$ cat src/rtl/sum_fifo_pkg.sv
// Shared constants and types for the adder result FIFO.
// Build option: define SUM_FIFO_FWFT_EN for first-word fall-through reads.
package sum_fifo_pkg;

    localparam int DATA_W_DEF = 5;
    localparam int DEPTH_DEF  = 8;
    localparam int PTR_W_DEF  = $clog2(DEPTH_DEF) + 1;

    typedef logic [DATA_W_DEF-1:0] sum_t;

endpackage

$ cat src/rtl/sum_fifo_mem.sv
// Unreset storage array for sum_fifo: one synchronous write port,
// one combinational read port.
module sum_fifo_mem #(
    parameter int DATA_W = 5,
    parameter int DEPTH  = 8,
    parameter int ADDR_W = $clog2(DEPTH)
) (
    input  logic              clk,
    input  logic              we,
    input  logic [ADDR_W-1:0] waddr,
    input  logic [DATA_W-1:0] wdata,
    input  logic [ADDR_W-1:0] raddr,
    output logic [DATA_W-1:0] rdata
);

    logic [DATA_W-1:0] mem [DEPTH];

    always_ff @(posedge clk) begin
        if (we) begin
            mem[waddr] <= wdata;
        end
    end

    assign rdata = mem[raddr];

endmodule

$ cat src/rtl/sum_fifo.sv
// Result buffer behind the 4-bit adder: pointers, status, sticky errors, read port.
// Define SUM_FIFO_FWFT_EN for first-word fall-through; default is a registered rd_data.
module sum_fifo
    import sum_fifo_pkg::*;
#(
    parameter int DATA_W = DATA_W_DEF,
    parameter int DEPTH  = DEPTH_DEF
) (
    input  logic                       clk,
    input  logic                       rst,
    input  logic                       wr_en,
    input  logic [DATA_W-1:0]          wr_data,
    output logic                       full,
    input  logic                       rd_en,
    output logic [DATA_W-1:0]          rd_data,
    output logic                       empty,
    output logic [$clog2(DEPTH):0]     count,
    output logic                       overflow,
    output logic                       underflow
);

    localparam int AW = $clog2(DEPTH);
    localparam int PW = AW + 1;

    logic [PW-1:0]     wr_ptr;
    logic [PW-1:0]     rd_ptr;
    logic [DATA_W-1:0] head;
    logic              push;
    logic              pop;

    // The MSB is a wrap bit, so equal indexes mean empty or full depending on it.
    assign empty = (wr_ptr == rd_ptr);
    assign full  = (wr_ptr[AW-1:0] == rd_ptr[AW-1:0]) && (wr_ptr[AW] != rd_ptr[AW]);
    assign count = wr_ptr - rd_ptr;

    assign push = wr_en && !full;
    assign pop  = rd_en && !empty;

    sum_fifo_mem #(
        .DATA_W (DATA_W),
        .DEPTH  (DEPTH),
        .ADDR_W (AW)
    ) u_mem (
        .clk   (clk),
        .we    (push),
        .waddr (wr_ptr[AW-1:0]),
        .wdata (wr_data),
        .raddr (rd_ptr[AW-1:0]),
        .rdata (head)
    );

    always_ff @(posedge clk or posedge rst) begin
        if (rst) begin
            wr_ptr    <= '0;
            rd_ptr    <= '0;
            overflow  <= 1'b0;
            underflow <= 1'b0;
        end else begin
            if (push) begin
                wr_ptr <= wr_ptr + PW'(1);
            end
            if (pop) begin
                rd_ptr <= rd_ptr + PW'(1);
            end
            if (wr_en && full) begin
                overflow <= 1'b1;
            end
            if (rd_en && empty) begin
                underflow <= 1'b1;
            end
        end
    end

`ifdef SUM_FIFO_FWFT_EN
    assign rd_data = empty ? '0 : head;
`else
    logic [DATA_W-1:0] rd_data_q;

    always_ff @(posedge clk or posedge rst) begin
        if (rst) begin
            rd_data_q <= '0;
        end else if (pop) begin
            rd_data_q <= head;
        end
    end

    assign rd_data = rd_data_q;
`endif

endmodule
$ cat config.mk
export PLATFORM = sky130hd
export DESIGN_NAME = sum_fifo
export DESIGN_NICKNAME = d
export VERILOG_FILES = /design/src/rtl/sum_fifo_pkg.sv /design/src/rtl/sum_fifo_mem.sv /design/src/rtl/sum_fifo.sv
export SDC_FILE = /design/constraint.sdc
export NUM_CORES = 1
export LEC_CHECK = 0
export ABC_AREA = 1
export BUFFER_PORTS_ARGS = -buffer_cell sky130_fd_sc_hd__clkbuf_2
export CAP_MARGIN = 10
export CORE_AREA = 4 4 91 76
export DETAILED_ROUTE_END_ITERATION = 10
export DIE_AREA = 0 0 95 80
export PLACE_DENSITY_LB_ADDON = 0.3
export REMOVE_ABC_BUFFERS = 1
export SETUP_SLACK_MARGIN = 0.05
export SKIP_CTS_REPAIR_TIMING = 1
export SYNTH_ARGS = -nofsm -noshare
export SYNTH_HDL_FRONTEND = slang
export SYNTH_SLANG_ARGS = --single-unit
$ cat constraint.sdc
create_clock -name clk -period 2.9 [get_ports clk]
set_input_delay 0 -clock clk [delete_from_list [all_inputs] [get_ports clk]]
set_output_delay 0 -clock clk [all_outputs]
set_load 0.02 [all_outputs]
## After elaboration in Yosys (flattened, before gate mapping)

Memory sizes are Yosys's and may differ from the RTL's. A register that Yosys moved wholly into a read port is not among the register bits.
Index checks and enable logic that the tools add are counted.

- Word-level logic and storage cells: 20
- Output and inout bits: 13
- Memory bits (writable): 40
- Bits in registers: 10
- Memories: 1

Memory list:

| name | depth | width | read ports | clocked after memory_dff | wr ports | line | source |
|---|---|---|---|---|---|---|---|
| u_mem.mem | 8 | 5 | 1 | 1 | 1 | sum_fifo_mem.sv:16 | `logic [DATA_W-1:0] mem [DEPTH];` |

- Equal/unequal tests: 3
- Reduce and logical (&&, ||, !) cells: 7
- $add $sub $neg: 3
- Mux-type cells: 2

Operators with widths:

| cell | number |
|---|---|
| $add A4 B1 Y4 const B | 2 |
| $logic_and A1 B1 Y1 | 5 |
| $eq A4 B4 Y1 | 1 |
| $sub A4 B4 Y4 | 1 |
| $eq A3 B3 Y1 | 1 |
| $logic_not A1 Y1 | 2 |
| $mux W1 | 2 |
| $ne A1 B1 Y1 | 1 |

## Longest topological paths before layout

Gate-level depths: netlist of run 1.

- Word-level depth: 6
- Mapped depth: 11
- Mapped depth without buffers: 10

## Hierarchy

Synthesis of run 1 repeated with hierarchy kept, for this count alone.

- Cell total of the unflattened synthesis: 300
- Area total of the unflattened synthesis: 2681.3 um^2

By module, submodules not included:

| module | area each (um^2) | sequential area each (um^2) | cells an instance | instances |
|---|---|---|---|---|
| sum_fifo_mem | 1813.0 | 1201.2 | 190 | 1 |
| sum_fifo | 868.3 | 375.4 | 110 | 1 |

## Least setup slack after synthesis of run 1

No wires, ideal clock.

- Path kind: register to register
- From: reg rd_ptr[1]
- To: mem u_mem.mem[3][0], enable pin
- Stages on the path, launching flop included: 11
- Data required time: 2.560 ns
- Buffers on the path: 1
- Path slack: 0.849 ns
- Arrival time: 1.711 ns
- Period minus slack after synthesis: 2.051 ns
- Cells stage by stage: dfrtp_1 -> inv_1 -> buf_2 -> ha_1 -> nand2_2 -> nor2_4 -> inv_2 -> nor2_4 -> nor2_4 -> nand2_1 -> nor2_1

- Word-level cells in the longest chain between the ends: 6

RTL lines:

| what | line | source |
|---|---|---|
| from (decl) | sum_fifo.sv:26 | `logic [PW-1:0] rd_ptr;` |
| from (signal assigned) | sum_fifo.sv:63 | `rd_ptr <= rd_ptr + PW'(1);` |
| $eq A3 B3 Y1 | sum_fifo.sv:33 | `assign full = (wr_ptr[AW-1:0] == rd_ptr[AW-1:0]) && (wr_ptr[AW] != rd_ptr[AW]);` |
| $logic_and A1 B1 Y1 | sum_fifo.sv:33 |  |
| net full | sum_fifo.sv:13 | `output logic full,` |
| $logic_not A1 Y1 | sum_fifo.sv:36 | `assign push = wr_en && !full;` |
| $logic_and A1 B1 Y1 | sum_fifo.sv:36 |  |
| $mux W1 | sum_fifo_mem.sv:19 | `if (we) begin` |
| $mux W1 (not written as such) | sum_fifo_mem.sv:20 | `mem[waddr] <= wdata;` |
| to (decl) | sum_fifo_mem.sv:16 |  |

The timed path passes the listed nets, and every way through them passes these cells.

## Final worst setup path of run 1

- From: reg rd_ptr[2]
- To: mem u_mem.mem[1][3], enable pin

- Word-level cells in the longest chain between the ends: 6

RTL lines:

| what | line |
|---|---|
| $eq A3 B3 Y1 | sum_fifo.sv:33 |
| $logic_and A1 B1 Y1 | sum_fifo.sv:33 |
| $logic_not A1 Y1 | sum_fifo.sv:36 |
| $logic_and A1 B1 Y1 | sum_fifo.sv:36 |
| $mux W1 | sum_fifo_mem.sv:19 |
| $mux W1 (not written as such) | sum_fifo_mem.sv:20 |

No other way between the ends.

==> reports/results.ini, run 1 <==
[place]
dpl-instance-area_um2 = 2790
portBuffers = 21
place.gp.congestion = 0.906
hpwl_mm = 3.72
post-place-ws_ns = 0.577
placed_cells = 352

[worst_setup_path]
worst-r2r-cell-count = 9
critPathMaxFanout = 8
cp-start-kind = register
crit_arrival_ns = 2.32
cpPeakStageDelay_ns = 0.48
cp_common_cell = nor2_4
end_kind = register
rr_endpoint = u_mem.mem[1][3]
slowest_stage = dfrtp_1
cp_num_buf_inv = 2
crit_type = register to register
cp.required_ns = 2.86
reg2reg_from = rd_ptr[2]
path_cells = inv_1, ha_1, nand2_2, nor2_4, inv_2, nor2_4, nor2_4, nand2_1, nor2_1
rrSetupSlack_ns = 0.54
cp_top_family = simple AND/OR/NAND/NOR gates

[routing]
drtIter0Drc = 113
vias = 1687
post_drt_wl_per_cell_um = 14.1
routed_wl_mm = 5.11
drtPass1Iterations = 4
vias_per_cell = 4.65
postRouteAntennaNets = 0
drcViolationCount = 0

[yosys]
synth_area_um2 = 2620
synthMuxAreaShare_pct = 0
syn_avg_cell_area_um2 = 10.2
synth_top_family_by_area = simple AND/OR/NAND/NOR gates
ys_warn_count = 0
yosys.area.top_type_share_pct = 45.9
synth_cell_types = 25
synthTopCellsByArea = edfxtp_1, dfrtp_1, nand2_1
syn_inst = 256
synthAdderAreaFrac_pct = 3.15
synth_compound_area_share_pct = 2.58
synth-seq-area-share_pct = 60.2
synth-simple-area-share_pct = 23.5
synth_xor_area_share_pct = 2.01
yosysTopAreaCell = edfxtp_1
ys_ff_latch = 55

[sta]
fin_crit_sh_pct = 81.3
min_period_ns = 2.36
rsz0062_at_grt = no
skew_ns = 0.00555
slew_violations = 0
tns_ns = 0
layout_setup_ws_ns = 0.542
hold_viol = 0
setup_viol = 0
worst_pin_slew_ns = 0.615
relSlewSlack_pct = 58.9
max_freq_ghz = 0.424

[finish]
n_antenna_cell = 0
drive_gt1_share_pct = 21.3
final_cell_mix = nand2_1, inv_1, edfxtp_1, nand3_1, clkbuf_2
nFillCells = 567
final_cells = 363
final_cell_area_um2 = 2950
final_common_cell = nand2_1
fin_nets = 296
syn_to_final_growth_pct = 12.6

[pwr]
internal-power_mw = 1.87
pwr_density_cell_nw_per_um2 = 1090
combPwrFrac_pct = 46.5
switchingPower_mw = 1.35
p_seq_share_pct = 35.3
p_total_mw = 3.22
switching_share_pct = 42.0
p_clk_share_pct = 18.3
worst_ir_drop_vdd_mv = 0.475
power_leakage_nw = 1.34

[die]
core_um2 = 5880
dieArea_um2 = 7600
rows = 25
start_util_pct = 44.5
fp.dieH_um = 80
die_x_um = 95
io_pins = 22

[hold_path]
holdCritStartpoint = wr_data[2]
hp-class = input pin to register
min_path_cells = 1
holdPathEnd = u_mem.mem[4][2]

[flow_run]
max_cap_violations = 0

[clock_tree]
cts-root-buf = clkbuf_8
htreeDepth = 2
worstSkewPairLatency_ns = 0.31
clock-sinks = 55
path_clk_slew_ns = 0.09
numCtsBuffers = 5
cts_tree = yes
clockBufferDepth = 2

[global_route]
grt_use_total_pct = 15.4
first_global_vias = 1729
overflow = 0
grt_max_degree = 24
grt_pass1_wl_mm = 8.75
antenna_found_initial = 0

[outcome]
outcome = completed

[layer usage]
| metal | routed length [um] | share of wire [%] | global-route usage [%] | vias to the layer above |
|---|---|---|---|---|
| li1 | - | - | - | 860 |
| met1 | 2410 | 47 | 22.5 | 774 |
| met2 | 2240 | 44 | 22.0 | 42 |
| met3 | 361 | 7.1 | 3.86 | 11 |
| met4 | 91 | 1.8 | 5.62 | 0 |
| met5 | 0 | 0 | 0 | - |
[area by class of cell]
class                           instances  area (um2)  share of cell area [%]
Clock buffer                            6        72.6                    2.46
Clock inverter                          2        60.1                    2.04
Inverter                               45         171                    5.81
Multi-Input combinational cell        148         817                    27.7
Sequential cell                        55        1580                    53.5
Tap cell                               81         101                    3.44
Timing Repair Buffer                   26         150                    5.09
[cell usage after synthesis]
master,number
edfxtp_1,40
nand2_2,10
o21ai_0,2
o21ai_2,3
ha_1,5
fa_1,1
buf_2,6
nand3_1,27
a21o_1,1
a31o_2,1
inv_2,3
nand3_2,6
o21ai_1,2
inv_1,41
nand2_1,69
xor2_1,4
clkbuf_1,1
xnor2_1,2
inv_4,1
dfrtp_1,15
buf_12,1
a21oi_1,1
nor2_4,3
nor2_1,8
nand2_4,3
[cells by family after synthesis]
| kind of cell | after synthesis |
|---|---|
| AND/OR/NAND/NOR | 126 |
| flip-flops | 55 |
| buffers and inverters | 53 |
| XOR/XNOR | 6 |
| AO/OA/AOI/OAI | 10 |
| adder cells (fa/ha/maj) | 6 |
[how the worst max path moves through the flow]
| stage | end | from | slack (ns) | cells after the start |
|---|---|---|---|---|
| 2_1_floorplan | u_mem.mem[3][0] | rd_ptr[1] | 0.69 | 9 |
| 6_report | u_mem.mem[1][3] | rd_ptr[2] | 0.54 | 9 |
| 3_5_place_dp | u_mem.mem[1][1] | rd_ptr[2] | 0.58 | 9 |
| 3_3_place_gp | u_mem.mem[3][3] | rd_ptr[2] | 0.68 | 9 |
| 4_1_cts | u_mem.mem[1][0] | rd_ptr[2] | 0.55 | 9 |
| 5_1_grt | u_mem.mem[1][3] | rd_ptr[2] | 0.35 | 9 |
[power groups by stage]
stage / Sequential (mW) / Combinational, mW / Clock, mW
after floorplan: 1.23 / 0.997 / 0
after global placement: 1.15 / 1.50 / 0
after detailed placement: 1.15 / 1.50 / 0
after CTS: 1.13 / 1.51 / 0.595
after global routing: 1.16 / 1.69 / 0.632
final: 1.13 / 1.49 / 0.588
[sequential cells by signal (all words and copies together) (netlist names)]
name / count
overflow: 1
underflow: 1
rd_ptr: 4
u_mem.mem: 40
rd_data: 5
wr_ptr: 4
[worst register-to-register path, delay by kind of cell (launching register included)]
kind,cells,cell delay (ns)
simple gates,6,0.90
buf+inv,2,0.26
fa+ha+maj,1,0.38
flops,1,0.48
[stage by stage]
step | util (%) | hold slack [ns]
global route | 50.1 | 0.0350
floorplan | - | -0.0985
finish | 50.1 | 0.0279
global placement | 47.4 | 0.0910
detailed placement | 47.4 | 0.0977
CTS | 49.6 | -0.239
Power figures use the tool's default switching activity.
==> run 2: changes to the inputs <==
ABC_AREA = 0   (was 1)
CORE_AREA = 4 4 87 73   (was 4 4 91 76)
DIE_AREA = 0 0 91 77   (was 0 0 95 80)
clock period = 2.4 ns   (was 2.9 ns; I/O delays follow)
==> run 2 against run 1 <==
Compared with the run above:
- global-route usage down 2.5 points
- register-to-register slack worse by 0.19 ns
- combinational power up 11%
- largest power group unchanged
- final area down 9.0%
- synthesized cell count down 38%
- worst hold slack worse by 0.025 ns
- non-clock buffer count up 4
- sequential power up 27%
- highest routed layer unchanged
- core utilization down 0.47 points
- first-iteration DRC count down 11%
==> reports/results.ini, run 2 <==
[finish]
largest_register_ffs = 40  ; unchanged
n_antenna_cell = 0  ; unchanged
regMostFlops = u_mem.mem  ; unchanged
fin_util_pct = 49.7  ; was 50.1%
final_cell_mix = edfxtp_1, clkbuf_2, dfrtp_1, nor2_1, nand2_1  ; was nand2_1, inv_1, edfxtp_1, nand3_1, clkbuf_2
final_common_cell = edfxtp_1  ; was nand2_1
syn_to_final_growth_pct = 12.9  ; was 12.6%
fin_nets = 206  ; was 296
drive_gt1_share_pct = 24.5  ; was 21.3%

[pwr]
combPwrFrac_pct = 45.9  ; was 46.5%
switching_share_pct = 39.6  ; was 42.0%
internal-power_mw = 2.17  ; was 1.87 mW
pwr_density_cell_nw_per_um2 = 1340  ; was 1090 nW/um2
worst_ir_drop_vdd_mv = 0.521  ; was 0.475 mV
power_leakage_nw = 1.08  ; was 1.34 nW
switchingPower_mw = 1.42  ; was 1.35 mW
p_clk_share_pct = 14.3  ; was 18.3%
p_total_mw = 3.59  ; was 3.22 mW
p_seq_share_pct = 39.8  ; was 35.3%

[yosys]
synthTopCellsByArea = edfxtp_1, dfrtp_1, mux2i_1  ; was edfxtp_1, dfrtp_1, nand2_1
synth_area_um2 = 2380  ; was 2620 um2
synthArstFlopShare_pct = 27.3  ; unchanged
syn_inst = 158  ; was 256
ys_warn_count = 0  ; unchanged
synth_edf_count = 40  ; unchanged
synth_cell_types = 30  ; was 25
yosys.area.top_type_share_pct = 50.5  ; was 45.9%
syn_avg_cell_area_um2 = 15.1  ; was 10.2 um2
ys_top_cells_by_count = edfxtp_1, dfrtp_1, nand2_1, nor2_1  ; was nand2_1, inv_1, edfxtp_1, nand3_1, dfrtp_1
yosysTopAreaCell = edfxtp_1  ; unchanged
synth_flop_cell = edfxtp_1  ; unchanged
yosysMostFrequentCell = edfxtp_1  ; was nand2_1
synth-seq-area-share_pct = 66.3  ; was 60.2%
ys_ff_latch = 55  ; unchanged

[sta]
hold_viol = 0  ; unchanged
max_freq_ghz = 0.488  ; was 0.424 GHz
rsz0062_at_grt = no  ; unchanged
setup_viol = 0  ; unchanged
slew_violations = 0  ; unchanged
worst_pin_slew_ns = 0.630  ; was 0.615 ns
skew_ns = 0.00828  ; was 0.00555 ns
relSlewSlack_pct = 57.9  ; was 58.9%
fin_crit_sh_pct = 85.4  ; was 81.3%
min_period_ns = 2.05  ; was 2.36 ns
whs_ns = 0.00244  ; was 0.0279 ns

[worst_setup_path]
end_kind = register  ; unchanged
slowest_stage = dfrtp_1  ; unchanged
critPathMaxFanout = 8  ; unchanged
crit_arrival_ns = 2.00  ; was 2.32 ns
cp-start-kind = register  ; unchanged
rrSetupSlack_ns = 0.35  ; was 0.54 ns
cpPeakStageDelay_ns = 0.51  ; was 0.48 ns
crit_type = register to register  ; unchanged
path_cells = inv_1, ha_1, nand3_1, o211ai_2, nor2_1  ; was inv_1, ha_1, nand2_2, nor2_4, inv_2, nor2_4, nor2_4, nand2_1, nor2_1
cp.required_ns = 2.35  ; was 2.86 ns

[clock_tree]
worstSkewPairLatency_ns = 0.30  ; was 0.31 ns
numCtsBuffers = 5  ; unchanged
clockBufferDepth = 2  ; unchanged
htreeDepth = 2  ; unchanged
clock-sinks = 55  ; unchanged
path_clk_slew_ns = 0.09  ; about the same
cts_tree = yes  ; unchanged
cts-root-buf = clkbuf_8  ; unchanged

[global_route]
grt_pass1_wl_mm = 6.86  ; was 8.75 mm
grt_use_total_pct = 12.9  ; was 15.4%
first_global_vias = 1288  ; was 1729
antenna_found_initial = 0  ; unchanged
overflow = 0  ; unchanged
grt_max_degree = 24  ; unchanged

[routing]
drcViolationCount = 0  ; unchanged
drtIter0Drc = 101  ; was 113
vias = 1311  ; was 1687
routed_wl_mm = 4.18  ; was 5.11 mm
vias_per_cell = 5.10  ; was 4.65
postRouteAntennaNets = 0  ; unchanged
drtPass1Iterations = 4  ; unchanged
post_drt_wl_per_cell_um = 16.3  ; was 14.1 um

[place]
hpwl_mm = 3.10  ; was 3.72 mm
place.gp.congestion = 0.821  ; was 0.906
portBuffers = 21  ; unchanged

[hold_path]
hp-class = input pin to register  ; unchanged

[outcome]
outcome = completed  ; unchanged

[flow_run]
max_cap_violations = 0  ; unchanged

[die]
start_util_pct = 44.0  ; was 44.5%
dieArea_um2 = 7010  ; was 7600 um2
fp.dieH_um = 77  ; was 80 um
io_pins = 22  ; unchanged
die_x_um = 91  ; was 95 um
core_um2 = 5410  ; was 5880 um2
rows = 24  ; was 25

-- run 2: stage by stage --
step | TNS [ns] | instance area [um2] | std cells | worst slack [ns]
after global placement | 0 | 2560 | 246 | 0.407
after floorplan | -0.433 | 2330 | 154 | -0.0865
after CTS | 0 | 2660 | 254 | 0.351
after detailed placement | 0 | 2560 | 246 | 0.386
final | 0 | 2690 | 257 | 0.351
after global routing | 0 | 2690 | 257 | 0.237
-- run 2: power groups by stage --
stage | registers, mW | clock network, mW | logic, mW
floorplan | 1.55 | 0 | 1.04
global placement | 1.44 | 0 | 1.64
detailed placement | 1.46 | 0 | 1.67
CTS | 1.44 | 0.532 | 1.67
global route | 1.47 | 0.578 | 1.80
finish | 1.43 | 0.514 | 1.65
-- run 2: path summary, 6_finish.rpt --
path / startpoint / to / cells after the start
max: rd_ptr[1] / u_mem.mem[5][2] / 5
min: wr_data[4] / u_mem.mem[4][4] / 1
max reg2reg: rd_ptr[1] / u_mem.mem[5][2] / 5
min reg2reg: overflow / overflow / 1
max in group asynchronous: rst / wr_ptr[2] / 3
min in group asynchronous: rst / rd_ptr[3] / 3
-- run 2: cells by family after synthesis --
logic type               Yosys count  share of synthesized area, %
adder cells (fa/ha/maj)            6                          3.47
multiplexers                      22                          10.0
AO/OA/AOI/OAI                     22                          6.89
buffers and inverters             14                          3.68
XOR/XNOR                           9                          3.95
AND/OR/NAND/NOR                   30                          5.68
flip-flops                        55                          66.3
-- run 2: metal layers --
metal / share of wire [%] / wire [um] / global-route usage, % / up-vias
met3: 4.1 / 172 / 2.64 / 5
met2: 46 / 1940 / 19.0 / 28
met4: 1.2 / 52 / 4.52 / 0
met1: 48 / 2010 / 18.9 / 631
met5: 0 / 0 / 0 / -
li1: - / - / - / 647
-- run 2: final cells by class --
class | instances | area [um2]
tap | 65 | 81.3
timing repair buffer | 30 | 180
multi-input combinational | 89 | 714
clock inverter | 1 | 8.76
fill | 488 | 2720
clock buffer | 7 | 86.3
sequential | 55 | 1580
inverter | 10 | 37.5
-- run 2: worst max-delay path, delay by kind of cell, from the launching register on --
family / cells / cell delay (ns)
fa+ha+maj: 1 / 0.32
simple gates: 2 / 0.61
buf+inv: 1 / 0.11
compound gates: 1 / 0.15
flops: 1 / 0.51
